--- src/rtl/mem_port_arbiter_if.sv ---
// Core-side and memory-side signal bundle for mem_port_arbiter.
// master = core + memory model, slave = arbiter.
interface mem_port_arbiter_if;
  logic        halted;
  logic        if_req;
  logic [31:0] if_addr;
  logic        if_gnt;
  logic [31:0] if_rdata;
  logic        if_valid;
  logic        d_req;
  logic        d_we;
  logic [31:0] d_addr;
  logic [31:0] d_wdata;
  logic        d_gnt;
  logic [31:0] d_rdata;
  logic        d_valid;
  logic [31:0] mem_addr;
  logic [31:0] mem_wdata;
  logic        mem_write_en;
  logic [31:0] mem_rdata;
  logic        stall;

  modport master (
    output halted, if_req, if_addr,
    output d_req, d_we, d_addr, d_wdata,
    output mem_rdata,
    input  if_gnt, if_rdata, if_valid,
    input  d_gnt, d_rdata, d_valid,
    input  mem_addr, mem_wdata, mem_write_en,
    input  stall
  );

  modport slave (
    input  halted, if_req, if_addr,
    input  d_req, d_we, d_addr, d_wdata,
    input  mem_rdata,
    output if_gnt, if_rdata, if_valid,
    output d_gnt, d_rdata, d_valid,
    output mem_addr, mem_wdata, mem_write_en,
    output stall
  );
endinterface

--- src/rtl/mem_port_arbiter.sv ---
// Round-robin arbiter sharing one word memory port between
// instruction fetch and data load/store, fixed latency.
module mem_port_arbiter #(
  parameter int MEM_LATENCY = 2
) (
  input logic              clk,
  input logic              rst_b,
  mem_port_arbiter_if.slave bus
);

  localparam int CW = (MEM_LATENCY > 1) ? $clog2(MEM_LATENCY) : 1;
  localparam logic [CW-1:0] CNT_LOAD = CW'(MEM_LATENCY - 1);

  typedef enum logic {IDLE, BUSY} state_t;

  state_t        state;
  state_t        state_nx;
  logic [CW-1:0] cnt;
  logic          last_d;
  logic          own_d;
  logic          is_st;
  logic          accept;
  logic          cnt_zero;

  assign cnt_zero = (cnt == '0);

  always_comb begin
    bus.if_gnt = 1'b0;
    bus.d_gnt  = 1'b0;
    state_nx   = state;
    if (rst_b && state == IDLE && !bus.halted) begin
      unique case (1'b1)
        (bus.if_req & bus.d_req): begin
          bus.d_gnt  = ~last_d;
          bus.if_gnt = last_d;
        end
        (bus.if_req & ~bus.d_req): bus.if_gnt = 1'b1;
        (~bus.if_req & bus.d_req): bus.d_gnt = 1'b1;
        default: ;
      endcase
    end
    accept = (bus.if_req & bus.if_gnt)
           | (bus.d_req & bus.d_gnt);
    unique case (state)
      IDLE: if (accept) state_nx = BUSY;
      BUSY: if (cnt_zero) state_nx = IDLE;
      default: state_nx = IDLE;
    endcase
  end

  assign bus.stall = (state == BUSY)
                   | (bus.if_req & bus.d_req)
                   | (bus.halted & (bus.if_req | bus.d_req));

  always_ff @(posedge clk or negedge rst_b) begin
    if (!rst_b) begin
      state            <= IDLE;
      cnt              <= '0;
      last_d           <= 1'b0;
      own_d            <= 1'b0;
      is_st            <= 1'b0;
      bus.mem_addr     <= '0;
      bus.mem_wdata    <= '0;
      bus.mem_write_en <= 1'b0;
      bus.if_rdata     <= '0;
      bus.if_valid     <= 1'b0;
      bus.d_rdata      <= '0;
      bus.d_valid      <= 1'b0;
    end else begin
      state            <= state_nx;
      bus.if_valid     <= 1'b0;
      bus.d_valid      <= 1'b0;
      bus.mem_write_en <= 1'b0;
      if (accept) begin
        bus.mem_addr     <= bus.d_gnt
                          ? {bus.d_addr[31:2], 2'b00}
                          : {bus.if_addr[31:2], 2'b00};
        bus.mem_wdata    <= bus.d_wdata;
        bus.mem_write_en <= bus.d_gnt & bus.d_we;
        last_d           <= bus.d_gnt;
        own_d            <= bus.d_gnt;
        is_st            <= bus.d_gnt & bus.d_we;
        cnt              <= CNT_LOAD;
      end else if (state == BUSY) begin
        if (cnt_zero) begin
          if (own_d) begin
            bus.d_valid <= 1'b1;
            if (!is_st) bus.d_rdata <= bus.mem_rdata;
          end else begin
            bus.if_valid <= 1'b1;
            bus.if_rdata <= bus.mem_rdata;
          end
        end else begin
          cnt <= cnt - 1'b1;
        end
      end
    end
  end

  ap_lat: assert property (@(posedge clk) MEM_LATENCY >= 1);

  ap_if_hold: assert property (@(posedge clk) disable iff (!rst_b)
    (bus.if_req && !bus.if_gnt) |=> bus.if_req);

  ap_d_hold: assert property (@(posedge clk) disable iff (!rst_b)
    (bus.d_req && !bus.d_gnt) |=> bus.d_req);

endmodule

--- src/flat_wrapper.sv ---
// flat-port wrapper written by rule: the top's interface ports become plain ports
module mem_port_arbiter_flat 
#(
  parameter int MEM_LATENCY = 2
)
  (clk, rst_b, bus_halted, bus_if_req, bus_if_addr, bus_d_req, bus_d_we, bus_d_addr, bus_d_wdata, bus_mem_rdata, bus_if_gnt, bus_if_rdata, bus_if_valid, bus_d_gnt, bus_d_rdata, bus_d_valid, bus_mem_addr, bus_mem_wdata, bus_mem_write_en, bus_stall);
  mem_port_arbiter_if bus_i ();
  input logic clk;
  input logic rst_b;
  input wire logic [$bits(bus_i.halted)-1:0] bus_halted;
  input wire logic [$bits(bus_i.if_req)-1:0] bus_if_req;
  input wire logic [$bits(bus_i.if_addr)-1:0] bus_if_addr;
  input wire logic [$bits(bus_i.d_req)-1:0] bus_d_req;
  input wire logic [$bits(bus_i.d_we)-1:0] bus_d_we;
  input wire logic [$bits(bus_i.d_addr)-1:0] bus_d_addr;
  input wire logic [$bits(bus_i.d_wdata)-1:0] bus_d_wdata;
  input wire logic [$bits(bus_i.mem_rdata)-1:0] bus_mem_rdata;
  output wire logic [$bits(bus_i.if_gnt)-1:0] bus_if_gnt;
  output wire logic [$bits(bus_i.if_rdata)-1:0] bus_if_rdata;
  output wire logic [$bits(bus_i.if_valid)-1:0] bus_if_valid;
  output wire logic [$bits(bus_i.d_gnt)-1:0] bus_d_gnt;
  output wire logic [$bits(bus_i.d_rdata)-1:0] bus_d_rdata;
  output wire logic [$bits(bus_i.d_valid)-1:0] bus_d_valid;
  output wire logic [$bits(bus_i.mem_addr)-1:0] bus_mem_addr;
  output wire logic [$bits(bus_i.mem_wdata)-1:0] bus_mem_wdata;
  output wire logic [$bits(bus_i.mem_write_en)-1:0] bus_mem_write_en;
  output wire logic [$bits(bus_i.stall)-1:0] bus_stall;
  assign bus_i.halted = bus_halted;
  assign bus_i.if_req = bus_if_req;
  assign bus_i.if_addr = bus_if_addr;
  assign bus_i.d_req = bus_d_req;
  assign bus_i.d_we = bus_d_we;
  assign bus_i.d_addr = bus_d_addr;
  assign bus_i.d_wdata = bus_d_wdata;
  assign bus_i.mem_rdata = bus_mem_rdata;
  assign bus_if_gnt = bus_i.if_gnt;
  assign bus_if_rdata = bus_i.if_rdata;
  assign bus_if_valid = bus_i.if_valid;
  assign bus_d_gnt = bus_i.d_gnt;
  assign bus_d_rdata = bus_i.d_rdata;
  assign bus_d_valid = bus_i.d_valid;
  assign bus_mem_addr = bus_i.mem_addr;
  assign bus_mem_wdata = bus_i.mem_wdata;
  assign bus_mem_write_en = bus_i.mem_write_en;
  assign bus_stall = bus_i.stall;
  mem_port_arbiter #(.MEM_LATENCY(MEM_LATENCY)) u_core (.clk(clk), .rst_b(rst_b), .bus(bus_i));
endmodule
--- config.mk ---
export PLATFORM = sky130hd
export DESIGN_NAME = mem_port_arbiter_flat
export DESIGN_NICKNAME = d
export VERILOG_FILES = /design/src/rtl/mem_port_arbiter_if.sv /design/src/rtl/mem_port_arbiter.sv /design/src/flat_wrapper.sv
export SDC_FILE = /design/constraint.sdc
export NUM_CORES = 1
export LEC_CHECK = 0
export ABC_CLOCK_PERIOD_IN_PS = 2300
export BUFFER_PORTS_ARGS = -buffer_cell sky130_fd_sc_hd__buf_2
export CORE_MARGIN = 3
export CORE_UTILIZATION = 44
export CTS_CLUSTER_SIZE = 30
export DETAILED_ROUTE_END_ITERATION = 10
export PLACE_DENSITY_LB_ADDON = 0.15
export REMOVE_ABC_BUFFERS = 1
export SYNTH_ARGS = -nofsm -noshare
export SYNTH_HDL_FRONTEND = slang
export SYNTH_SLANG_ARGS = --single-unit
--- constraint.sdc ---
create_clock -name clk -period 2.3 [get_ports clk]
set_clock_uncertainty 0.15 [all_clocks]
set_input_delay 0.46 -clock clk [delete_from_list [all_inputs] [get_ports clk]]
set_output_delay 0.46 -clock clk [all_outputs]
set_load 0.005 [all_outputs]
==> flow_summary.toml <==
[critical_path]
end_kind = "output port"
cp_top_family = "simple AND/OR/NAND/NOR gates"
cp-start-kind = "flop"
slowest_stage = "or3b_4"
critPathArrivalTime_ns = 1.59
worstPathRequired_ns = 1.69
ff2ff_setup_slack_ns = 0.38
critPathMaxFanout = 21
slowest_delay_ns = 0.41
crit_type = "reg2out"
path_buf_inv = 2
worstPathCellList = "or3b_4, buf_6, nor2_1, buf_2"

[sta]
max_slew.worst_pin.slew_ns = 0.634
final.setup.tns_ns = 0
hold_viol_final = 0
postLayoutSetupSlackWorst_ns = 0.0985
rsz0062_at_grt = "no"
fmax_mhz = 454
slew_violations = 0
fin_crit_ns = 2.20
relSlewSlack_pct = 57.7
timing.final.crit_share_pct = 95.7
setup_violations = 0

[global_route]
grt-ovfl-total = 0
grt_max_degree = 50
grt_pass1_vias = 4452
grt_pass1_wl_um = 23000
track_usage_pct = 20.8
antenna_found_initial = 0

[cells_and_area]
utilization_pct = 63.0
mostFrequentLayoutCells = "buf_2, dfrtp_1, mux2_2"
num_antenna_cells = 0
design_area_mm2 = 0.00766
layout_commonest_cell = "buf_2"
layout-area-overhead-vs-synth_pct = 38.6
layout.nets = 807
drive_gt1_share_pct = 60.3

[pwr]
p_leak_uw = 0.00383
p_comb_share_pct = 30.2
power_uw = 9120
p_per_area_mw_per_mm2 = 1190
seqPwrFrac_pct = 41.1
pwr-share-clk_pct = 28.8
p_sw_share_pct = 28.1
power_switching_uw = 2570
intPower_uw = 6560
peakVddDrop_v = 0.000641

[yosys]
synth_enable_flop_cells = 0
avgSynthCellArea_um2 = 13.7
synth_warnings = 0
synth_compound_area_share_pct = 10.8
ys_ff_latch = 133
yosys.area_share.simple_pct = 3.55
synth_adder_area_share_pct = 0
synthFlopType = "dfrtp_1"
synth_xor_area_share_pct = 0
ys_async_sr_fraction_pct = 100
netlist_instances = 405
synthMuxAreaShare_pct = 21.5
ys_seq_area_share_pct = 60.2
ys_types = 31
synth_top_family_by_area = "multiplexers"
syn-cell-area_mm2 = 0.00553

[min_path]
hold_path_class = "in2async"

[clock_network]
ctsHoldBuffers = 0
cts_root_buffer = "clkbuf_16"
numCtsBuffers = 17
clockBufferDepth = 2
cts_tree = "built"
cts.sinks = 133
clkLatencyLatePin_ns = 0.41
htree_levels = 4
cts.clk_slew.worst_paths_ns = 0.06

[drt]
ant_nets = 0
drt_iter0_markers = 233
via_per_inst = 4.99
drt-pass1-iter-count = 5
drc_errors = 0
routed-via-count = 4254
wl_per_cell_um = 16.6
wirelength_um = 14200

[run_status]
status = "completed"

[floorplanning]
io-pin-count = 268
die_w_um = 118
dieHeight_um = 118
fp.dieArea_mm2 = 0.0139
rows = 40
core-area_mm2 = 0.0122
start_util_pct = 45.5

[place]
pre_cts_slack_ns = 0.125
io_buffer_count = 261
hpwl_um = 10200
dpl_cell_area_mm2 = 0.00707
gp_congestion = 0.777

[flow_run]
cap_viol_max_count = 0
per-stage QoR:
stage | instances | hold WS (ns)
final | 853 | 0.0196
after global routing | 853 | 0.0539
after CTS | 852 | 0.0326
after detailed placement | 821 | 0.324
after global placement | 821 | 0.316
after floorplan | 374 | 0.0144
what timing repair did:
action                                  CTS  global route
pin swaps                                 0             1
endpoints found under the setup margin    2             2
setup buffers                             0             1
resized for setup                         3             0
final timing paths:
kind	start	endpoint	depth (start not counted)
max reg2reg	u_core.state	u_core.bus.mem_wdata[0]	5
min in group clk	bus_d_wdata[8]	u_core.bus.mem_wdata[8]	2
min reg2reg	u_core.bus.d_rdata[18]	u_core.bus.d_rdata[18]	1
min	rst_b	u_core.cnt	2
max in group asynchronous	rst_b	u_core.bus.mem_addr[3]	3
max	u_core.state	bus_d_gnt	4
area by class of cell:
class | count | area (µm²)
Clock inverter | 9 | 103
Inverter | 3 | 11.3
Multi-Input combinational cell | 238 | 2020
Sequential cell | 133 | 3330
Tap cell | 168 | 210
Timing Repair Buffer | 280 | 1520
Clock buffer | 22 | 474
Fill cell | 991 | 4500
registers in the layout, indices dropped and copies added, names as in the netlist:
| signal | flops |
|---|---|
| u_core.bus.d_rdata | 32 |
| u_core.bus.if_rdata | 32 |
| u_core.bus.mem_wdata | 32 |
| u_core.bus.mem_addr | 30 |
| u_core.bus.d_valid | 1 |
| u_core.bus.if_valid | 1 |
| u_core.bus.mem_write_en | 1 |
| u_core.cnt | 1 |
| u_core.is_st | 1 |
| u_core.own_d | 1 |
| u_core.state | 1 |
power groups by stage:
stage / registers (µW) / clock network [µW] / logic (µW)
6_report: 3750 / 2620 / 2750
5_1_grt: 3880 / 2790 / 3000
4_1_cts: 3760 / 2670 / 2810
3_5_place_dp: 3770 / 0 / 2800
3_3_place_gp: 3730 / 0 / 2740
2_1_floorplan: 3850 / 0 / 1210
synthesized netlist by cell type (3+ instances only):
| master | count | area, µm² |
|---|---|---|
| dfrtp_1 | 133 | 3330 |
| mux2_2 | 65 | 732 |
| nor2_1 | 32 | 120 |
| o21ai_0 | 31 | 155 |
| a21oi_1 | 30 | 150 |
| mux2_4 | 29 | 435 |
| o31ai_1 | 29 | 218 |
| clkbuf_1 | 17 | 63.8 |
| buf_2 | 5 | 25.0 |
| buf_4 | 5 | 37.5 |
| buf_12 | 3 | 60.1 |
| inv_1 | 3 | 11.3 |
kinds of logic (layout without fill, tap and decap cells):
kind of cell	after synthesis	in the layout
AND/OR/NAND/NOR	41	41
buffers and inverters	35	314
flip-flops	133	133
multiplexers	96	96
AO/OA/AOI/OAI	99	99
other	1	2
worst reg2reg max path, delay by kind of cell, from the launching register on:
| family | cells | cell delay, ns |
|---|---|---|
| multiplexers | 1 | 0.36 |
| buffers and inverters | 2 | 0.37 |
| AND/OR/NAND/NOR | 2 | 0.56 |
| flip-flops | 1 | 0.37 |
metal layers:
metal  global-route usage (%)  wire (µm)
met5                        0          0
met4                     7.77        279
met3                     6.30        873
met2                     34.1       7090
met1                     25.9       5940
No activity file was read; power rests on OpenSTA's default activity.
